$ cat src/rtl/logit_pkg.sv
// logit_pkg: shared constants, widths and stage payload types for logit_pwl.
// LOGIT_ROUND_EN adds two fractional guard bits to the segment magnitude.
package logit_pkg;

  localparam logic [15:0] HALF_Y = 16'h4000;

  localparam int D_W = 15;

`ifdef LOGIT_ROUND_EN
  localparam int GUARD_W = 2;
`else
  localparam int GUARD_W = 0;
`endif

  localparam int M_W = 10 + GUARD_W;

  localparam logic [D_W-1:0] SEG1_D = 15'd8192;
  localparam logic [D_W-1:0] SEG2_D = 15'd13824;

  localparam int OFF1 = 32;
  localparam int OFF2 = 352;

  localparam int TR_FF   = 24;
  localparam int TR_FA   = 28;
  localparam int TR_MUX2 = 12;

  typedef struct packed {
    logic           s;
    logic           sat;
    logic [D_W-1:0] d;
  } s1_t;

  typedef struct packed {
    logic           s;
    logic           sat;
    logic [M_W-1:0] m;
  } s2_t;

endpackage

$ cat src/rtl/logit_seg_eval.sv
// logit_seg_eval: picks the PLAN segment from the folded distance d and
// turns it into the Q2.5 magnitude (with guard bits when LOGIT_ROUND_EN).
module logit_seg_eval
  import logit_pkg::*;
(
  input  logic [D_W-1:0] d,
  output logic [M_W-1:0] m,
  output logic [50:0]    number
);

  localparam logic [M_W-1:0] OFF1_M = M_W'(OFF1 << GUARD_W);
  localparam logic [M_W-1:0] OFF2_M = M_W'(OFF2 << GUARD_W);

  assign number = 51'((2 * D_W + 2 * M_W) * TR_FA + 2 * M_W * TR_MUX2);

  // Each segment is an inverse slope (shift) followed by an offset removal.
  always_comb begin
    m = '0;
    if (d < SEG1_D) begin
      m = M_W'(d >> (8 - GUARD_W));
    end else if (d < SEG2_D) begin
      m = M_W'(d >> (7 - GUARD_W)) - OFF1_M;
    end else begin
      m = M_W'(d >> (5 - GUARD_W)) - OFF2_M;
    end
  end

endmodule

$ cat src/rtl/logit_pwl.sv
// logit_pwl: 3-stage pipelined inverse of the 3-segment PLAN sigmoid.
// Q1.15 unsigned probability in, signed Q2.5 logit out, valid/ready both sides.
// Build option LOGIT_ROUND_EN: round the magnitude half-up instead of truncating.
// Note: rst_n is a synchronous, active-high reset despite its name.
module logit_pwl
  import logit_pkg::*;
#(
  parameter int X_MAX = 127,
  parameter int X_MIN = -128
) (
  input  logic        clk,
  input  logic        rst_n,
  input  logic        i_in_valid,
  output logic        o_in_ready,
  input  logic [15:0] i_y,
  output logic        o_out_valid,
  input  logic        i_out_ready,
  output logic [7:0]  o_x,
  output logic [50:0] number
);

  localparam logic [10:0] POS_LIM = 11'(X_MAX);
  localparam logic [10:0] NEG_LIM = 11'(-X_MIN);
  localparam logic [7:0]  X_MAX_B = 8'(X_MAX);
  localparam int          FF_BITS = 3 + $bits(s1_t) + $bits(s2_t) + 8;

  logic        en;
  logic        v1, v2, v3;
  s1_t         s1_d, s1_q;
  s2_t         s2_d, s2_q;
  logic [M_W-1:0] m_d;
  logic [50:0] seg_number;
  logic [10:0] mag;
  logic [7:0]  mag_lim;
  logic [7:0]  x_d;

  assign en          = !v3 || i_out_ready;
  assign o_in_ready  = en;
  assign o_out_valid = v3;
  assign number      = seg_number + 51'(FF_BITS * TR_FF + (D_W + 16) * TR_FA);

  // S1: fold around y = 0.5; sign of x and distance from the midpoint.
  always_comb begin
    s1_d     = '0;
    s1_d.s   = (i_y >= HALF_Y);
    s1_d.sat = i_y[15];
    s1_d.d   = s1_d.s ? D_W'(i_y - HALF_Y) : D_W'(HALF_Y - i_y);
  end

  logit_seg_eval u_seg (
    .d      (s1_q.d),
    .m      (m_d),
    .number (seg_number)
  );

  // S2 payload: carry sign and saturation alongside the segment magnitude.
  always_comb begin
    s2_d     = '0;
    s2_d.s   = s1_q.s;
    s2_d.sat = s1_q.sat;
    s2_d.m   = m_d;
  end

  // S3: drop guard bits, clamp the magnitude, then apply the sign.
  always_comb begin
`ifdef LOGIT_ROUND_EN
    mag = 11'(({1'b0, s2_q.m} + 13'd2) >> GUARD_W);
`else
    mag = 11'(s2_q.m);
`endif
    mag_lim = (mag > NEG_LIM) ? 8'(NEG_LIM) : mag[7:0];
    if (s2_q.sat) begin
      x_d = X_MAX_B;
    end else if (s2_q.s) begin
      x_d = (mag > POS_LIM) ? X_MAX_B : mag[7:0];
    end else begin
      x_d = 8'h00 - mag_lim;
    end
  end

  // Pipeline registers: all stages move together on en, hold otherwise.
  always_ff @(posedge clk) begin
    if (rst_n) begin
      v1   <= 1'b0;
      v2   <= 1'b0;
      v3   <= 1'b0;
      s1_q <= '0;
      s2_q <= '0;
      o_x  <= 8'h00;
    end else if (en) begin
      v1 <= i_in_valid;
      v2 <= v1;
      v3 <= v2;
      if (i_in_valid) s1_q <= s1_d;
      if (v1)         s2_q <= s2_d;
      if (v2)         o_x  <= x_d;
    end
  end

endmodule

$ cat config.mk
export PLATFORM = sky130hd
export DESIGN_NAME = logit_pwl
export DESIGN_NICKNAME = d
export VERILOG_FILES = /design/src/rtl/logit_pkg.sv /design/src/rtl/logit_seg_eval.sv /design/src/rtl/logit_pwl.sv
export SDC_FILE = /design/constraint.sdc
export NUM_CORES = 1
export LEC_CHECK = 0
export ABC_CLOCK_PERIOD_IN_PS = 6000
export BUFFER_PORTS_ARGS = -buffer_cell sky130_fd_sc_hd__buf_2
export CAP_MARGIN = 10
export CORE_MARGIN = 2
export CORE_UTILIZATION = 60
export DETAILED_ROUTE_END_ITERATION = 7
export PLACE_DENSITY = 0.88
export SKIP_LAST_GASP = 1
export SYNTH_ARGS = -nofsm -noshare
export SYNTH_HDL_FRONTEND = slang
export SYNTH_HIERARCHICAL = 1
export SYNTH_SLANG_ARGS = --single-unit
$ cat constraint.sdc
create_clock -name clk -period 6 [get_ports clk]
set_input_delay 0.9 -clock clk [delete_from_list [all_inputs] [get_ports clk]]
set_output_delay 0.9 -clock clk [all_outputs]
set_load 0.02 [all_outputs]
# Word-level counts from Yosys, hierarchy flattened
# Cells that the tools add are included.
dict set report word_totals {
  regBits 40
  input_bits 20
  output_inout_bits 61
  word_cells 32
}
dict set report classes {
  add_sub_neg 5
  magnitude_cmp 5
  muxes 7
  reduce_logical 5
}
# op count
set op_table {}
lappend op_table {{2-to-1 mux 8 bit} 4}
lappend op_table {{< comparator 15 x 14 -> 1 bit (second input constant)} 2}
lappend op_table {{2-to-1 mux 10 bit} 2}
lappend op_table {{greater-or-equal comparator 16 x 15 -> 1 bit (second input constant)} 1}
lappend op_table {{2-to-1 mux 15 bit} 1}
lappend op_table {{subtractor 15 bit (first input constant)} 1}
lappend op_table {{subtractor 15 bit (second input constant)} 1}
lappend op_table {{> comparator 10 x 7 -> 1 bit (second input constant)} 1}
lappend op_table {{> comparator 10 x 8 -> 1 bit (second input constant)} 1}
lappend op_table {{subtractor 10 x 9 -> 10 bit (second input constant)} 1}
lappend op_table {{subtractor 8 x 6 -> 9 bit (second input constant)} 1}
lappend op_table {{subtractor 1 x 8 -> 8 bit (first input constant)} 1}
lappend op_table {{AND reduction 2 bit} 3}
lappend op_table {{zero test 1 bit} 1}
lappend op_table {{logical OR 1 bit} 1}

# Logic depth before layout (Yosys ltp)
# Gate-level depths: netlist (run 1).
dict set report logic_depth {
  depth_word 5
  depth_mapped 7
  ltp_nobuf 7
}

# Cells and area by module
# Netlist (run 1), hierarchy kept.
# mod n_inst cells_per_inst area_per_inst_um2 seq_area_each_um2
set modules_own_cells {}
lappend modules_own_cells {logit_pwl 1 388 2806.4 800.8}
lappend modules_own_cells {logit_seg_eval 1 95 696.9 0.0}

# Worst setup path after synthesis (run 1)
# No wires, ideal clock.
dict set report synth_path {
  kind {input-to-reg}
  startpoint {input port i_y[6]}
  endpoint {register s1_q[11] (netlist name)}
  setup_ns 0.086
  arrival_ns 2.252
  required_ns 5.914
  setup_slack_ns 3.663
  path_stages 5
  path_buffers 1
  path_cell_list {or4_1 -> clkbuf_1 -> o41ai_1 -> xor2_1 -> a211oi_1}
}
dict set report synth_between {
  elab_chain_len 2
  word_cells_on_any_way 4
  cone_classes {add/sub (2); order compare (1); mux (1)}
}
# element line
set synth_lines {}
lappend synth_lines {{start: declaration} logit_pwl.sv:15} ;# input logic [15:0] i_y,
lappend synth_lines {{subtractor 15 bit / greater-or-equal comparator 16 x 15 -> 1 bit (equally long branches)} {logit_pwl.sv:47, logit_pwl.sv:45}}
lappend synth_lines {{2-to-1 mux 15 bit (*)} logit_pwl.sv:47} ;# s1_d.d = s1_d.s ? D_W'(i_y - HALF_Y) : D_W'(HALF_Y - i_y);
lappend synth_lines {{end signal: assignment} logit_pwl.sv:87} ;# s1_q <= '0;
lappend synth_lines {{end signal: assignment} logit_pwl.sv:94} ;# if (i_in_valid) s1_q <= s1_d;
lappend synth_lines {{end: declaration} logit_pwl.sv:29} ;# s1_t s1_d, s1_q;
# Mark *: on every way between the ends. The rest lies on a longest branch, timed or not.
# A chain may end at the register's enable or synchronous reset.

# Worst setup path in the final report (run 1)
dict set report layout_path {
  startpoint {input port i_out_ready}
  endpoint {output port o_in_ready}
}
dict set report layout_between {
  elab_chain_len 1
}
# element line
set layout_lines {}
lappend layout_lines {{start: declaration} logit_pwl.sv:17} ;# input logic i_out_ready,
lappend layout_lines {{logical OR 1 bit} logit_pwl.sv:37} ;# assign en = !v3 || i_out_ready;
lappend layout_lines {{end: declaration} logit_pwl.sv:14} ;# output logic o_in_ready,
# Every way passes these cells.

==> results summary, run 1 <==
The worst hold path was traced through 2 stages. The yosys synthesis warning count came out at 6. The post-route fraction of the period consumed by the critical path is 44.4%. The number of hold-repair buffers added at the cts stage is 0. The footprint of the flip-flops and latches came out at 701 um2. The number of nets in the layout is between 500 and 600.

The count of pins over their slew limit came to 0. The source-to-sink clock delay at the later pin of the worst-skew pair is 0.29 ns. The register-to-register setup slack is ~3.7 ns. The placed wire-length estimate after detailed placement is 5140 um.

The pre-CTS worst setup slack is 3.42 ns. The maximum number of buffers from clock root to sink came out at 2. The average detailed-routed wire length per instance came out at 12.2 um. The floorplan die width is 78.1 um. The placer congestion estimate came out at about 0.88. The power density normalized to cell area is around 200 nW/um2. The clock tree synthesis step divided the H-tree into 2 levels. TritonCTS built the clock tree. The area growth from synthesis to layout came out at 3.42%. The CTS buffer count is 5. Setup repair after global routing left no endpoint under its margin. The count of max-cap constraint violations came out at 0. The final critical-path required period is 2.66 ns. The average vias per placed instance is 5.49. Post-CTS timing repair inserted 0 buffers for setup.

Based on the critical path, the design can be clocked at up to between 300 and 400 MHz. The final routed DRC violation total came out at 0. The path class of the tightest hold or removal check is reg -> reg. The first global-routing pass estimated between 10000 and 15000 um of wire. The setup skew after layout is slightly above 0.008 ns. During I/O placement, the number of pins put on the boundary was 81. The length of the first detailed-routing pass in iterations is 4. The placed instance count came out at 541.

The clock edge transition at the registers on the reported setup and hold paths came out at ~0.080 ns. Of the cells placed in the final design, the portion with a size suffix greater than 1 is 10.4%. The path with the worst hold slack has its endpoint at s2_q[10]. The combined global-route utilization of all metal layers is a little under a quarter.

The slew at the pin closest to its max-slew limit came out at between 0.8 and 0.9 ns. The startpoint identified for the worst hold timing path is s1_q[15]. The worst register-to-register path ends at o_x[2]. STA puts the critical path data arrival time at 1.76 ns.

The number of setup violations in the final report is 0. The residual overflow from global routing is 0. The largest fanout on the critical path is 7. The synthesized instance count came out at 459. The peak supply drop came out at 0.000126 V. The final setup TNS came out at 0 ns. CTS placed an instance of sky130_fd_sc_hd__clkbuf_8 at the clock tree root. STA classifies the critical path startpoint as a primary input. The number of input and output port buffers inserted is 29.

After the first detailed-routing iteration, the DRC count stood at 113. The final routed wirelength across all metal layers came out at 6680 um. The remaining antenna violation count after routing came out at 0. The depth of the worst register-to-register path came out at 5.

The via count of the first global-routing pass came to 2817. The static leakage came out at approximately 0.0014 uW. The number of diodes is 0.

The clock sink count came out at 35. The post-route non-filler standard cell count is around 550. The floorplan step defined a core boundary enclosing 5200 um2. The filler cell count came out at 480.

The overall via count from detail_route is 3012. The initial antenna violation count came to 0. The slack of the critical path came out at 3.34 ns. The combined area of the multi-input logic cells came out at 2270 um2. At the worst endpoint, the required time is 5.10 ns. The final count of hold timing violations came to 0.

The flow ran to the end, and the final reports show no timing, DRC or antenna violations. The startpoint of the worst-slack reg-to-reg timing path is mag[9]. The number of gates resized after CTS was 0. The floorplan has 26 rows. The chip height came out at 78.1 um. The initial cell density of the core came out at 63.3%. The critical path in this run is classified as in -> out. The die outline area came out at between 6000 and 7000 um2. The worst hold slack after final layout came out at 0.456 ns. The netlist area before placement is 3300 um2. The average cell area after synthesis is 7.18 um2. The largest net degree at the start of global routing came out at 36.

The nature of the critical path endpoint is an output port. In this run the tightest slew margin relative to its limit is 42.0%.
## cell type report
type,count,area share (%)
flip-flops and latches,35,20.6
repair buffers,29,4.26
clock buffers,5,2.02
clock inverters,3,1.98
multi-input cells,389,66.6
well taps,70,2.57
inverters,18,1.98
## power breakdown
| part | switching (uW) | leakage, uW | internal, uW |
|---|---|---|---|
| clock | 87.9 | 0.0000644 | 166 |
| combinational | 117 | 0.00102 | 60.1 |
| sequential | 15.5 | 0.000287 | 245 |
| total | 221 | 0.00137 | 471 |
## how the worst max path moves through the flow
stage	slack [ns]	start	cells after the start	to
after global placement	3.47	i_out_ready	4	o_in_ready
after detailed placement	3.42	i_out_ready	4	o_in_ready
after floorplan	3.66	i_y[6]	5	s1_q[11]
after global routing	3.25	i_out_ready	4	o_in_ready
final	3.34	i_out_ready	4	o_in_ready
after CTS	3.35	i_out_ready	4	o_in_ready
## cell usage in the layout (no fill, tap or decap), drive strengths merged, types with 7 or more instances in the layout
cell and instances:
ha 7, nor3 14, buf 29, nand3 19, nand2 59, o21ai 10
nor2 50, inv 18, a211oi 12, xnor2 30, a21oi 26, and3 8
dfxtp 35, xor2 27, nand4 10, conb 51, nor4 7
## registers in the layout, indices dropped and copies added, names as in the netlist
name	count
s1_q	12
mag	10
o_x	8
s2_q	2
o_out_valid	1
v1	1
v2	1
## metrics by stage
step                      instance area [um2]  utilization [%]  power (uW)
after global routing                     3410             65.5         729
after global placement                   3270             62.9         430
after floorplan                          3480                -         433
after CTS                                3410             65.5         688
final                                    3410             65.5         692
after detailed placement                 3270             62.9         434
## routing by layer
layer  vias to the layer above  wire length (um)  track usage, %
li1                       1549                 -               -
met1                      1358              2950            27.5
met2                        93              3210            39.5
met3                        12               433            5.86
met4                         0                80            8.07
met5                         -                 0               0
## critical path: stages
cell and delay, ns:
sky130_fd_sc_hd__buf_2 0.09, sky130_fd_sc_hd__nor2b_1 0.35, sky130_fd_sc_hd__inv_1 0.21, sky130_fd_sc_hd__buf_2 0.21
Note: power is estimated with default switching activity, not from simulation.
==> run 2, diff against run 1 <==
--- a/config.mk
+++ b/config.mk
@@ -5,13 +5,14 @@
 export SDC_FILE = /design/constraint.sdc
 export NUM_CORES = 1
 export LEC_CHECK = 0
-export ABC_CLOCK_PERIOD_IN_PS = 6000
+export ABC_AREA = 1
+export ABC_CLOCK_PERIOD_IN_PS = 2500
 export BUFFER_PORTS_ARGS = -buffer_cell sky130_fd_sc_hd__buf_2
 export CAP_MARGIN = 10
 export CORE_MARGIN = 2
-export CORE_UTILIZATION = 60
+export CORE_UTILIZATION = 57
 export DETAILED_ROUTE_END_ITERATION = 7
-export PLACE_DENSITY = 0.88
+export PLACE_DENSITY = 0.82
 export SKIP_LAST_GASP = 1
 export SYNTH_ARGS = -nofsm -noshare
 export SYNTH_HDL_FRONTEND = slang
==> constraint.sdc (replaced) <==
create_clock -name clk -period 2.5 [get_ports clk]
set_input_delay 0.375 -clock clk [delete_from_list [all_inputs] [get_ports clk]]
set_output_delay 0.375 -clock clk [all_outputs]
set_load 0.02 [all_outputs]
==> run 2 against run 1 <==
Compared with the run above:
- synthesized cell count up 36%
- final cell count grew 33%
- via count grew 25%
- area after synthesis up 19%
- largest cell class unchanged
- highest routed layer unchanged
==> results summary, run 2 <==
The post-route fraction of the period consumed by the critical path came out at 71.5%. The placer congestion estimate is 0.963 (was 0.882). The netlist area before placement is 3940 um2 (was 3300 um2).

The yosys synthesis warning count came out at 6 (unchanged). The fraction of power spent switching nets came out at 38.7% (was 31.9%). The source-to-sink clock delay at the later pin of the worst-skew pair is 0.28 ns (was 0.29 ns).

The final routed wirelength across all metal layers came out at 8800 um (was 6680 um). The final design instance area without fill was 4040 um2 (was 3410 um2). The number of H-tree branching levels is 2 (unchanged). The startpoint type of the worst setup path is a flip-flop (was primary input). The fraction of layout cells with a size suffix above 1 came to 13.2% (was 10.4%). The power share of the sequential group came to 39.6% (was 37.7%). The via count of the first global-routing pass is 3264 (was 2817). The post-route non-filler standard cell count came out at 730 (was 549).

The count of max-cap constraint violations came out at 0 (unchanged). The number of setup violations in the final report came out at 0 (unchanged). The origin of the worst setup path is mag[9] (was i_out_ready). The floorplan die width came out at 87.1 um (was 78.1 um).

The final setup TNS is 0 ns (unchanged). The number of hold-repair buffers added at the cts stage came out at 0 (unchanged). The depth of the worst register-to-register path was 10 (was 5). The overall via count from detail_route is 3767 (was 3012). The peak supply drop came out at 0.000283 V (was 0.000126 V). The worst-case headroom to the max-slew limit is 53.3% (was 42.0%). The clock share of power is 25.9% (was 36.7%).

Setup repair after global routing missed its margin: no (unchanged). The cell internal power dissipation came out at 979 uW (was 471 uW). The length of the first detailed-routing pass in iterations is 6 (was 4). The largest net degree at the start of global routing is 30 (was 36). The remaining antenna violation count after routing came out at 0 (unchanged). The register-to-register setup slack came out at 0.71 ns (was 3.66 ns). The count of pins over their slew limit is 0 (unchanged). The die outline area came out at 7580 um2 (was 6100 um2). The timing endpoint of the critical path was o_x[2] (was o_in_ready). The setup skew after layout came out at 0.00980 ns (was 0.00820 ns). The area growth from synthesis to layout is 2.73% (was 3.42%). The core region area came out at 6720 um2 (was 5200 um2). The count of instances resized after the clock tree is built is 0 (unchanged). The average cell area after synthesis was 6.32 um2 (was 7.18 um2). The row count came out at 30 (was 26). The post-CTS repair timing setup buffer count is 0 (unchanged). The slew at the pin closest to its max-slew limit came out at 0.700 ns (was 0.848 ns).

The post-placement cell area is 3960 um2 (was 3270 um2). The placed wire-length estimate after detailed placement is 7330 um (was 5140 um). The most common cell after layout, fill and taps aside is sky130_fd_sc_hd__nand2_1 (unchanged). The end of the worst register-to-register path is o_x[2] (unchanged).

The startpoint of the worst-slack reg-to-reg timing path is mag[9] (unchanged). The combined global-route utilization of all metal layers came out at 23.5% (was 22.9%). The number of nets in the layout came out at 677 (was 505). The startpoint-to-endpoint class of the critical path is reg -> reg (was in -> out). The residual overflow from global routing came out at 0 (unchanged). The synthesized instance count came out at 623 (was 459). Counting I/O delays and the setup requirement, the final critical path takes 1.79 ns. The net load switching power came out at 619 uW (was 221 uW). The chip height is 87.1 um (was 78.1 um). The clock sink count is 35 (unchanged). The final routed DRC violation total is 0 (unchanged). The maximum operating frequency came out at 560 MHz. The nature of the critical path endpoint is a flip-flop (was output port). The global-route wire length before repair is 14600 um (was 11800 um).

The hold-critical path depth came out at 2 (unchanged). The number of primary I/O pins came out at 81 (unchanged). The average vias per placed instance is 5.16 (was 5.49). The register name with the most flops is s1_q (unchanged). The largest fanout on the critical path is 7 (unchanged). The initial cell density of the core is 58.6% (was 63.3%). The iteration-0 DRC count of the detailed router is 227 (was 113). Run status: complete, no violations (unchanged). The total design power came out at 1600 uW (was 692 uW). The CTS buffer count came out at 5 (unchanged). The worst endpoint required time came out at 2.67 ns (was 5.10 ns). The TritonCTS clock tree was yes (unchanged). The number of flip-flops in the largest register is 12 (unchanged). The root buffer cell is sky130_fd_sc_hd__clkbuf_8 (unchanged). The critical path data arrival time is 1.95 ns (was 1.76 ns).

The number of diodes is 0 (unchanged). The clock edge transition at the registers on the reported setup and hold paths came to 0.07 ns (was 0.08 ns). The number of input and output port buffers inserted is 29 (unchanged).

The placed instance count was 723 (was 541). The final count of hold timing violations came out at 0 (unchanged). The static leakage came out at 0.00189 uW (was 0.00137 uW).

The average detailed-routed wire length per instance is 12.1 um (was 12.2 um). The class of the tightest hold or removal check is in -> reg (was reg -> reg). The combinational share of power is 34.5% (was 25.7%). Most frequent cells in the layout: 121 x sky130_fd_sc_hd__nand2_1, 77 x sky130_fd_sc_hd__nor2_1, 67 x sky130_fd_sc_hd__inv_1, 51 x sky130_fd_sc_hd__conb_1, 38 x sky130_fd_sc_hd__o21ai_0 (was 59 x sky130_fd_sc_hd__nand2_1, 51 x sky130_fd_sc_hd__conb_1, 50 x sky130_fd_sc_hd__nor2_1, 35 x sky130_fd_sc_hd__dfxtp_1, 30 x sky130_fd_sc_hd__xnor2_1). The maximum number of buffers from clock root to sink came out at 2 (unchanged).

The initial antenna violation count came to 0 (unchanged). The filler cell count is 646 (was 480). The power density normalized to cell area came out at 395 nW/um2 (was 203 nW/um2).
## run 2: cell types whose count changed in the layout (fill, tap and decap cells not counted), moves of 10 or more
cell,change
sky130_fd_sc_hd__a211oi_1,-12
sky130_fd_sc_hd__xor2_1,+10
sky130_fd_sc_hd__nand3_1,+18
sky130_fd_sc_hd__nor2_1,+27
sky130_fd_sc_hd__inv_1,+50
sky130_fd_sc_hd__xnor2_1,-16
sky130_fd_sc_hd__inv_2,+14
sky130_fd_sc_hd__nand2_1,+62
sky130_fd_sc_hd__o21ai_0,+29
## run 2: layout make-up
type / instances / area [um2] / share of cell area (%)
Multi-Input combinational cell: 496 / 2690 / 66.6
Sequential cell: 35 / 701 / 17.3
Inverter: 82 / 308 / 7.61
Timing Repair Buffer: 30 / 153 / 3.78
Tap cell: 80 / 100 / 2.48
Clock buffer: 6 / 82.6 / 2.04
Clock inverter: 1 / 5.00 / 0.124
## run 2: critical path, cell delays in order, from the launching register on
cell and delay [ns]:
sky130_fd_sc_hd__dfxtp_1 0.31, sky130_fd_sc_hd__inv_1 0.06, sky130_fd_sc_hd__nand2_1 0.06, sky130_fd_sc_hd__nor2_1 0.21
sky130_fd_sc_hd__o21bai_2 0.23, sky130_fd_sc_hd__nand2_1 0.12, sky130_fd_sc_hd__ha_1 0.21, sky130_fd_sc_hd__o21ai_0 0.21
sky130_fd_sc_hd__nor2_1 0.07, sky130_fd_sc_hd__a21oi_1 0.12, sky130_fd_sc_hd__a21oi_1 0.07
## run 2: worst min path at each step
stage / from / to / slack, ns
finish: i_y[14] / s1_q[14] / 0.31
global route: i_y[14] / s1_q[14] / 0.34
CTS: i_y[14] / s1_q[14] / 0.31
detailed placement: o_x[7] / o_x[7] / 0.45
global placement: o_x[7] / o_x[7] / 0.45
floorplan: v2 / v2 / 0.44
## run 2: routing by layer
metal	vias up	GRT usage, %	wire (um)
met5	-	0	0
met3	6	5.02	702
met1	1667	32.9	4050
met4	0	3.69	60
met2	136	38.0	3990
li1	1958	-	-
## run 2: through the flow
stage	hold slack, ns	setup slack, ns	utilization (%)
after CTS	0.308	0.748	60.2
after floorplan	0.437	0.939	-
after detailed placement	0.454	0.687	58.9
after global routing	0.337	0.532	60.2
final	0.312	0.714	60.2
after global placement	0.453	0.759	58.9
## run 2: power by group through the flow
stage	clock [uW]	sequential, uW	combinational [uW]
after floorplan	0	645	496
after global placement	0	644	510
after detailed placement	0	644	517
after CTS	418	632	520
after global routing	445	638	618
final	414	632	551
